### config.mk
export PLATFORM = sky130hd
export DESIGN_NAME = bus_arbiter8
export DESIGN_NICKNAME = d
export VERILOG_FILES = /design/src/rtl/bus_arbiter8.sv
export SDC_FILE = /design/constraint.sdc
export NUM_CORES = 1
export LEC_CHECK = 0
export ABC_CLOCK_PERIOD_IN_PS = 5200
export CORE_MARGIN = 2
export CORE_UTILIZATION = 45
export CTS_BUF_LIST = sky130_fd_sc_hd__clkbuf_8
export DETAILED_ROUTE_END_ITERATION = 12
export GPL_ROUTABILITY_DRIVEN = 0
export PLACE_DENSITY = 0.84
export SLEW_MARGIN = 10
export SYNTH_ARGS = -nofsm -noshare
export SYNTH_HDL_FRONTEND = slang
export SYNTH_SLANG_ARGS = --single-unit
### constraint.sdc
create_clock -name CLK -period 5.2 [get_ports CLK]
set_clock_uncertainty 0.1 [all_clocks]
set_input_delay 1.04 -clock CLK [delete_from_list [all_inputs] [get_ports CLK]]
set_output_delay 1.04 -clock CLK [all_outputs]
set_load 0.1 [all_outputs]
### src/rtl/bus_arbiter8.sv
// Round-robin arbiter: 8 requesters share one 16-bit bus, with a hold limit
// that forces rotation when another requester is waiting.
module bus_arbiter8 #(
    parameter int unsigned MAX_HOLD = 4
) (
    input  logic         CLK,
    input  logic         RST,
    input  logic [7:0]   REQ,
    input  logic [127:0] DIN,
    output logic [7:0]   GNT,
    output logic [2:0]   SEL,
    output logic         VALID,
    output logic [15:0]  Y
);

    localparam int unsigned N  = 8;
    localparam int unsigned DW = 16;
    localparam int unsigned IW = 3;
    localparam int unsigned HW = 8;
    localparam logic [HW-1:0] HOLD_LAST = HW'(MAX_HOLD - 1);

    typedef enum logic {
        IDLE  = 1'b0,
        GRANT = 1'b1
    } state_t;

    state_t          state_q, state_d;
    logic [N-1:0]    gnt_q,   gnt_d;
    logic [IW-1:0]   sel_q,   sel_d;
    logic            valid_q, valid_d;
    logic [IW-1:0]   ptr_q,   ptr_d;
    logic [HW-1:0]   hcnt_q,  hcnt_d;

    logic [N-1:0]    others;
    logic [IW:0]     win;
    logic            rotate;

    // First set bit of req searching upward from ptr with wrap; MSB = found.
    function automatic logic [IW:0] arb(input logic [N-1:0] req, input logic [IW-1:0] ptr);
        logic [IW:0]   res;
        logic [IW-1:0] idx;
        res = '0;
        for (int unsigned k = 0; k < N; k++) begin
            idx = ptr + IW'(k);
            if (!res[IW] && req[idx]) begin
                res = {1'b1, idx};
            end
        end
        return res;
    endfunction

    // Next-state: arbitration, release/timeout handling and hold counting.
    always_comb begin
        state_d = state_q;
        gnt_d   = gnt_q;
        sel_d   = sel_q;
        valid_d = valid_q;
        ptr_d   = ptr_q;
        hcnt_d  = hcnt_q;
        others  = REQ & ~gnt_q;
        win     = '0;
        rotate  = 1'b0;

        case (state_q)
            IDLE: begin
                win    = arb(REQ, ptr_q);
                rotate = win[IW];
            end
            GRANT: begin
                win = arb(others, ptr_q);
                if (!REQ[sel_q]) begin
                    if (win[IW]) begin
                        rotate = 1'b1;
                    end else begin
                        state_d = IDLE;
                        gnt_d   = '0;
                        valid_d = 1'b0;
                        hcnt_d  = '0;
                    end
                end else if (hcnt_q == HOLD_LAST) begin
                    // Contended: forced rotation; uncontended: restart the hold window.
                    if (win[IW]) begin
                        rotate = 1'b1;
                    end else begin
                        hcnt_d = '0;
                    end
                end else begin
                    hcnt_d = HW'(hcnt_q + HW'(1));
                end
            end
            default: begin
                state_d = IDLE;
                gnt_d   = '0;
                valid_d = 1'b0;
            end
        endcase

        if (rotate) begin
            state_d = GRANT;
            gnt_d   = N'(1) << win[IW-1:0];
            sel_d   = win[IW-1:0];
            valid_d = 1'b1;
            ptr_d   = IW'(win[IW-1:0] + IW'(1));
            hcnt_d  = '0;
        end
    end

    // State and output registers with synchronous reset.
    always_ff @(posedge CLK) begin
        if (RST) begin
            state_q <= IDLE;
            gnt_q   <= '0;
            sel_q   <= '0;
            valid_q <= 1'b0;
            ptr_q   <= '0;
            hcnt_q  <= '0;
        end else begin
            state_q <= state_d;
            gnt_q   <= gnt_d;
            sel_q   <= sel_d;
            valid_q <= valid_d;
            ptr_q   <= ptr_d;
            hcnt_q  <= hcnt_d;
        end
    end

    assign GNT   = gnt_q;
    assign SEL   = sel_q;
    assign VALID = valid_q;

    // Output mux: granted requester's word, zero when idle.
    always_comb begin
        Y = '0;
        if (valid_q) begin
            Y = DIN[{sel_q, 4'b0000} +: DW];
        end
    end

endmodule

==> results of run 1 <==
-- routing by layer --
metal  share of wire, %  global-route usage [%]  vias to the layer above
met2                 52                   51.23                      285
li1                   -                       -                     1899
met4                3.8                   8.746                        0
met5                  0                       0                        -
met3                8.3                   6.383                       47
met1                 36                   34.81                     2116
-- synthesized netlist by cell type (all sizes together) (3+ instances only) --
cell type | instances | share of area [%]
nand3 | 11 | 1.4
buf | 17 | 2.9
a211oi | 3 | 0.81
inv | 12 | 1.1
o31ai | 3 | 0.56
or3b | 3 | 0.66
a32o | 3 | 0.75
o21ai | 11 | 1.5
clkbuf | 12 | 1.1
and3 | 6 | 0.94
nor2 | 28 | 2.6
o2bb2ai | 3 | 0.66
a21oi | 20 | 2.5
a31oi | 3 | 0.47
dfxtp | 24 | 12
or2 | 3 | 0.47
a221oi | 3 | 0.66
o22ai | 5 | 0.78
mux2 | 4 | 1.1
ha | 9 | 2.8
nor2b | 26 | 4.1
nor3 | 8 | 1.0
or3 | 6 | 0.94
mux2i | 48 | 13
nand2 | 30 | 2.8
nand2b | 10 | 1.6
o211ai | 4 | 0.75
mux4 | 58 | 33
-- power by group through the flow --
stage	combinational, mW	sequential [mW]	clock (mW)
5_1_grt	3.06	0.366	0.139
2_1_floorplan	2.04	0.508	0
3_3_place_gp	2.80	0.355	0
6_report	2.92	0.357	0.126
4_1_cts	2.87	0.354	0.128
3_5_place_dp	2.85	0.358	0
-- sequential cells by signal, indices dropped and copies added, names as in the netlist --
signal   count
hcnt_q       8
state_q      1
VALID        1
SEL          3
ptr_q        3
GNT          8
-- cell usage in the layout, fill, tap and decap left out, types with 2 or more instances in the layout --
master,count
o211ai_1,4
or3b_2,3
a221oi_1,3
o31ai_1,3
nand3_1,11
o221ai_1,2
buf_4,28
nand2_1,30
and3_1,6
clkdlybuf4s50_1,149
mux2_2,4
nand2b_1,10
inv_1,10
dfxtp_1,23
or3_1,6
or2_2,2
o21ai_0,9
a32o_1,3
o21a_1,2
a21oi_1,20
ha_1,9
mux2i_4,2
o22ai_1,5
nor2b_1,26
o2bb2ai_1,3
a31oi_1,3
clkbuf_8,4
inv_2,2
a211oi_2,2
mux2i_1,45
nor3_1,8
mux4_2,58
nor2_1,28
-- worst max-delay path, stage by stage --
cell	delay, ns
clkdlybuf4s50_1	0.68
nand2b_1	0.17
mux4_2	0.52
mux2i_1	0.37
mux2_2	0.39
a221oi_1	0.22
o22ai_1	0.12
a21oi_1	0.22
inv_1	0.11
ha_1	0.24
ha_1	0.28
nand2_1	0.06
a21oi_1	0.06
-- cell families (layout without fill, tap and decap cells) --
kind of cell	count (synthesis)	after routing
and+or+nand+nor	139	139
muxes	110	110
AOI/OAI and AO/OA	77	77
buffers and inverters	42	194
DFF	24	24
adders and majority gates	9	9
xor gates and xnor gates	4	4
-- final cells by class --
| type | instances | area [µm²] |
|---|---|---|
| multi-input cells | 339 | 3322 |
| fillers | 682 | 2934 |
| repair buffers | 177 | 1702 |
| flip-flops and latches | 24 | 481.7 |
| well taps | 108 | 135.1 |
| clock buffers | 4 | 55.05 |
| inverters | 13 | 48.80 |
-- final timing paths --
kind / startpoint / end / slack (ns)
setup / recovery: REQ[3] / ptr_q[2]$_SDFFE_PP0P_ / 0.76
hold / removal: hcnt_q[6]$_SDFFE_PP0P_ / hcnt_q[6]$_SDFFE_PP0P_ / 0.41
hold reg to reg: hcnt_q[6]$_SDFFE_PP0P_ / hcnt_q[6]$_SDFFE_PP0P_ / 0.41
setup reg to reg: ptr_q[0]$_SDFFE_PP0P_ / ptr_q[2]$_SDFFE_PP0P_ / 0.95
-- through the flow --
stage | cells | hold slack, ns | area, µm² | utilization (%)
after detailed placement | 661 | 0.3921 | 5689 | 65.56
after global placement | 661 | 0.3788 | 5689 | 65.56
after CTS | 665 | 0.4040 | 5744 | 66.19
final | 665 | 0.4051 | 5744 | 66.19
after global routing | 665 | 0.4463 | 5744 | 66.19
after floorplan | 405 | 0.3582 | 4011 | -
==> metrics, run 1 <==
status=complete, no violations; vias in the first global route=4275; Hold WC Path Type=flop to flop; H-Tree Depth=1; prevailing post-synth register cell=dfxtp_1; Post-Synthesis Cell Area=~4000 µm²; CP Class=input port to flop; RSZ-0062 raised after global routing=no; slew at the pin closest to its max-slew limit=0.9847 ns; Hold Path Stages=2; initial antenna violation count=0; Int Power=1.451 mW; Crit path required time=5.24 ns; Worst-path clk slew=0.08 ns; die width=approximately 98 µm; Post-Route Setup TNS=0 ns; Fin. Hold Viols=0; Area Overhead vs Synth=43.20%; port bufs=roughly 170; Core Box Area=8678 µm²; final period utilization=85.39%; crit path max fanout=8; Post-synth EDFFs=0; I/O pins=166; Post-route DRC=0; LEAKAGE=2.104 nW; CTS Buffer Depth=2; fin nets=705; compound-cell area share of the yosys netlist=a little over an eighth; # clock sinks=24; Mean Syn Cell Area=9.905 µm²; Seq pwr share=a little over a tenth; Die Height=98.42 µm; flops & latches, synth=24; FFs w/ async S/R, synth=0%; number of distinct library cells after synthesis=68; Gate power share=85.8%; Remaining Overflow, GRT=0; CTS tree=done; Seq/Total Area, Yosys=11.98%; Fmax=225.2 MHz; cts repair resizes=0; # hold bufs at CTS=0; CTS Buf Count=3; Sw Pwr=~2 mW; Via density=6.537; # diodes=0; pwr dens=591.9 nW/µm²; Place WS=0.5587 ns; Post-Synth Adder-Cell Area=2.807%; largest family of logic cells by synthesized area=multiplexers; layout cells sized above 1=20.65%; post-synthesis mux area share=46.38%; die area=slightly below 10000 µm²; Worst EP arrival=4.48 ns; drt pass-1 iters=7; Clk pwr share=3.7%; Post-Synth Simple-Gate Area=a little under a fifth; GRT Total Usage=28.77%; Initial Util=46.22%; Mapped Cells=405; fin. max-slew vios=0; post-layout min period=4.440 ns; Max Cap Viol=0; pin count of the biggest net entering global routing=27; remaining antenna violation count after routing=0; first-pass GRT wire length=~22 mm; clk_lat worst skew=0.27 ns; Post-CTS Setup Repair Bufs=0; final worst-path setup slack=0.7599 ns; setup violators final=0; row count=34; Vias=~4300; Peak VDD IR=0.3103 mV; Sw Share=a little under three fifths; crit end category=flop; Post-Synth XOR/XNOR Area=1.716%; Root Driver=clkbuf_8; post-DR wirelength/cell=21.86 µm; r2r worst-path depth=13; Setup crit start kind=input port; HPWL after DPL=about 12 mm; Post-Syn Nets=roughly 550; Syn. warnings=0; WL final=14.54 mm; DRT iter0 DRCs=about 360; relative max-transition margin=about a third; overall power=approximately 3.4 mW
Power figures use the tool's default switching activity.
==> run 2, diff against run 1 <==
--- a/config.mk
+++ b/config.mk
@@ -6,12 +6,15 @@
 export NUM_CORES = 1
 export LEC_CHECK = 0
 export ABC_CLOCK_PERIOD_IN_PS = 5200
+export CELL_PAD_IN_SITES_DETAIL_PLACEMENT = 0
+export CELL_PAD_IN_SITES_GLOBAL_PLACEMENT = 1
+export CORE_ASPECT_RATIO = 1.5
 export CORE_MARGIN = 2
-export CORE_UTILIZATION = 45
+export CORE_UTILIZATION = 33
 export CTS_BUF_LIST = sky130_fd_sc_hd__clkbuf_8
 export DETAILED_ROUTE_END_ITERATION = 12
 export GPL_ROUTABILITY_DRIVEN = 0
-export PLACE_DENSITY = 0.84
+export PLACE_DENSITY_LB_ADDON = 0.1
 export SLEW_MARGIN = 10
 export SYNTH_ARGS = -nofsm -noshare
 export SYNTH_HDL_FRONTEND = slang
==> metrics, run 2 (synthesized netlist as in run 1, its figures left out) <==
relative max-transition margin=33.07%; initial antenna violation count=0; die width=94.02 µm; Setup crit start kind=input port; I/O pins=166; Initial Util=33.55%; Fin. Hold Viols=0; CTS Buf Count=3; CP Class=input port to flop; Fmax=224.8 MHz; most frequent cells in the layout=clkdlybuf4s50_1, mux4_2, mux2i_1, nand2_1, nor2_1; Core Box Area=11960 µm²; final std cells w/o fill=707; Die Height=139.0 µm; clk_lat worst skew=about 0.26 ns; Post-Place Cells=around 700; CTS tree=done; layout filler cell count=between 1000 and 1500; setup violators final=0; Max Cap Viol=0; pin count of the biggest net entering global routing=35; fin. max-slew vios=0; Root Driver=clkbuf_8; fin nets=702; DRT iter0 DRCs=206; slew at the pin closest to its max-slew limit=between 1 and 1.5 ns; Crit path required time=~5.3 ns; GRT Total Usage=24.84%; post-layout min period=around 4.4 ns; final period utilization=85.56%; Post-CTS Setup Repair Bufs=0; commonest non-fill, non-tap cell in the layout=clkdlybuf4s50_1; status=finished, violations left; layout cells sized above 1=20.40%; first-pass GRT wire length=about 25 mm; crit path max fanout=9; Post-route DRC=1; die area=13070 µm²; RSZ-0062 raised after global routing=no; vias in the first global route=4423; WL final=16.27 mm; drt pass-1 iters=9; Worst EP arrival=4.54 ns; HPWL after DPL=13.61 mm; Peak VDD IR=0.4271 mV; crit end category=flop; # hold bufs at CTS=0; row count=49; r2r worst-path depth=13; Area Overhead vs Synth=44.23%; Hold WC Path Type=flop to flop; Vias=4094; pwr dens=between 500 and 600 nW/µm²; # clock sinks=24; multi-input logic area=roughly 3300 µm²; CTS Buffer Depth=2; remaining antenna violation count after routing=0; H-Tree Depth=1; Remaining Overflow, GRT=0; Hold Path Stages=2; port bufs=165; storage element area=481.7 µm²; failing checks=design-rule violations; # diodes=0; Post-Route Setup TNS=0 ns; LEAKAGE=2.092 nW; Worst-path clk slew=0.08 ns; post-DR wirelength/cell=23.01 µm; cts repair resizes=0; Via density=5.791
[run 2: metrics by stage]
stage	area [µm²]	hold slack (ns)	setup slack, ns	utilization [%]	total power, mW
5_1_grt	5786	0.3825	0.5940	48.39	3.613
3_5_place_dp	5731	0.3432	0.5085	47.93	3.263
4_1_cts	5786	0.3557	0.7947	48.39	3.403
6_report	5786	0.3527	0.7508	48.39	3.413
3_3_place_gp	5731	0.3391	0.5275	47.93	3.268
2_1_floorplan	4011	0.3582	0.3914	-	2.547
[run 2: cell type report]
cell class | count | area share, %
Timing Repair Buffer | 174 | 29.02
Sequential cell | 24 | 8.326
Clock buffer | 4 | 0.9516
Tap cell | 153 | 3.309
Multi-Input combinational cell | 339 | 57.55
Inverter | 13 | 0.8434
[run 2: layer usage]
| layer | global-route usage [%] | up-vias | share of wire (%) |
|---|---|---|---|
| met5 | 0 | - | 0 |
| met4 | 6.941 | 0 | 3.0 |
| met3 | 2.880 | 25 | 5.1 |
| met2 | 48.57 | 191 | 57 |
| met1 | 27.24 | 1990 | 34 |
| li1 | - | 1888 | - |
[run 2: worst max-delay path, cell delays in order]
cell             delay [ns]
clkdlybuf4s50_1        0.68
nand2b_1               0.18
mux4_2                 0.56
mux2i_1                0.39
mux2_2                 0.38
a221oi_1               0.22
o22ai_1                0.12
a21oi_1                0.19
inv_1                  0.09
ha_1                   0.23
ha_1                   0.27
nand2_1                0.05
a21oi_1                0.14
[run 2: power breakdown]
group	switching [mW]	leakage, nW	internal [mW]	total (mW)
Sequential	0.0889	0.196	0.231	0.320
Clock	0.0593	0.0288	0.0675	0.127
Combinational	1.83	1.87	1.14	2.97
Total	1.97	2.09	1.44	3.41
[run 2: final timing paths]
check / start / to / slack (ns)
min reg2reg: SEL[2]$_SDFFE_PP0P_ / SEL[2]$_SDFFE_PP0P_ / 0.35
max reg2reg: ptr_q[1]$_SDFFE_PP0P_ / ptr_q[2]$_SDFFE_PP0P_ / 0.96
min: SEL[2]$_SDFFE_PP0P_ / SEL[2]$_SDFFE_PP0P_ / 0.35
max: REQ[4] / ptr_q[2]$_SDFFE_PP0P_ / 0.75
==> run 3, diff against run 2 <==
--- a/config.mk
+++ b/config.mk
@@ -14,6 +14,7 @@
 export CTS_BUF_LIST = sky130_fd_sc_hd__clkbuf_8
 export DETAILED_ROUTE_END_ITERATION = 12
 export GPL_ROUTABILITY_DRIVEN = 0
+export GPL_TIMING_DRIVEN = 0
 export PLACE_DENSITY_LB_ADDON = 0.1
 export SLEW_MARGIN = 10
 export SYNTH_ARGS = -nofsm -noshare
==> metrics, run 3 (synthesized netlist as in run 1, its figures left out) <==
commonest non-fill, non-tap cell in the layout=clkdlybuf4s50_1; DRT iter0 DRCs=167; CTS Buf Count=3; critical path cell sequence=clkdlybuf4s50_1, nand2b_1, mux4_2, mux2i_1, mux2_2, a221oi_1, o22ai_1, a21oi_1, inv_1, ha_1, ha_1, nand2_1, a21oi_1; Crit path required time=5.23 ns; vias in the first global route=4524; die area=13070 µm²; clk_lat worst skew=between 0.2 and 0.3 ns; relative max-transition margin=30.87%; Root Driver=clkbuf_8; initial antenna violation count=0; Vias=4214; die width=94.02 µm; post-DR wirelength/cell=22.40 µm; pin count of the biggest net entering global routing=14; drt pass-1 iters=4; final period utilization=94.53%; Initial Util=33.55%; # hold bufs at CTS=0; CTS Buffer Depth=2; WP buf/inv=2; cts repair resizes=0; CP peak stage delay=0.73 ns; row count=49; LEAKAGE=about 2.1 nW; fin. max-slew vios=0; Max Cap Viol=0; # clock sinks=24; critical path's top delay family=multiplexers; layout cells sized above 1=17.07%; most frequent cells in the layout=clkdlybuf4s50_1, mux4_2, mux2i_1, nand2_1, nor2_1; Post-route DRC=0; GRT Total Usage=24.83%; layout filler cell count=1179; HPWL after DPL=13.88 mm; Die Height=139.0 µm; WL final=approximately 16 mm; crit path max fanout=9; port bufs=165; crit end category=flop; Crit-path slowest cell=clkdlybuf4s50_1; Post-CTS Setup Repair Bufs=0; Core Box Area=11960 µm²; setup violators final=0; CTS tree=done; I/O pins=166; final std cells w/o fill=727; Post-Route Setup TNS=0 ns; pwr dens=580.7 nW/µm²; Worst-path clk slew=0.09 ns; Min Hold Slack=0.4004 ns; Worst EP arrival=around 5.0 ns; CP Class=input port to flop; Peak VDD IR=0.2998 mV; Via density=5.796; slew at the pin closest to its max-slew limit=1.034 ns; Post-Place Cells=723; status=complete, no violations; Area Overhead vs Synth=47.32%; remaining antenna violation count after routing=0; Remaining Overflow, GRT=0; Hold WC Path Type=flop to flop; H-Tree Depth=1; fin nets=722; Setup crit start kind=input port; first-pass GRT wire length=25.12 mm; Fin. Hold Viols=0; RSZ-0062 raised after global routing=no; post-layout min period=between 4 and 5 ns; # diodes=0; Fmax=just over 200 MHz
==> run 3: changes by cell type in the layout (fill, tap and decap cells not counted), moves of 5 or more <==
cell	previous run	this run
buf_1	0	5
buf_2	0	5
buf_4	25	2
buf_6	0	5
clkbuf_1	0	12
clkdlybuf4s50_1	149	165
==> run 3: final timing paths <==
path | start | end | slack [ns] | depth (start not counted)
max | REQ[7] | ptr_q[2]$_SDFFE_PP0P_ | 0.28 | 13
min | hcnt_q[7]$_SDFFE_PP0P_ | hcnt_q[7]$_SDFFE_PP0P_ | 0.40 | 2
max reg2reg | ptr_q[0]$_SDFFE_PP0P_ | ptr_q[2]$_SDFFE_PP0P_ | 0.80 | 16
min reg2reg | hcnt_q[7]$_SDFFE_PP0P_ | hcnt_q[7]$_SDFFE_PP0P_ | 0.40 | 2
==> run 3: where the power goes <==
part           leakage, nW  internal (mW)  switching [mW]
clock               0.0288         0.0677          0.0613
combinational         1.88           1.17            1.86
sequential           0.196          0.230          0.0428
total                 2.10           1.47            1.96
==> run 3: area by class of cell <==
cell class | count | area (µm²) | share of cell area (%)
Buffer | 29 | 160.2 | 2.710
Clock buffer | 4 | 55.05 | 0.9316
Inverter | 13 | 48.80 | 0.8257
Multi-Input combinational cell | 339 | 3322 | 56.21
Sequential cell | 24 | 480.5 | 8.130
Tap cell | 153 | 191.4 | 3.239
Timing Repair Buffer | 165 | 1652 | 27.95
==> run 3: routing by layer <==
| layer | share of wire (%) | track usage, % | up-vias |
|---|---|---|---|
| met5 | 0 | 0 | - |
| met4 | 2.5 | 6.255 | 0 |
| met2 | 57 | 48.87 | 188 |
| met1 | 35 | 27.09 | 2057 |
| met3 | 5.1 | 3.152 | 35 |
| li1 | - | - | 1934 |
==> run 3: worst register-to-register path: stages (launching register included) <==
cell	delay (ns)
dfxtp_1	0.36
buf_6	0.16
inv_2	0.11
buf_4	0.21
ha_1	0.29
buf_2	0.21
mux2i_1	0.42
mux4_2	0.39
nand4_2	0.14
o31ai_1	0.44
nor3_1	0.14
nor4_1	0.46
nor2_1	0.21
ha_1	0.25
ha_1	0.27
nand2_1	0.06
a21oi_1	0.05
==> run 3: metrics by stage <==
step | util (%) | power (mW) | setup WS [ns] | area, µm²
2_1_floorplan | - | 2.547 | 0.3914 | 4011
3_3_place_gp | 48.97 | 3.259 | 0.1165 | 5854
3_5_place_dp | 48.97 | 3.285 | 0.04424 | 5854
4_1_cts | 49.43 | 3.425 | 0.3038 | 5909
5_1_grt | 49.43 | 3.645 | 0.07787 | 5909
6_report | 49.43 | 3.431 | 0.2842 | 5909
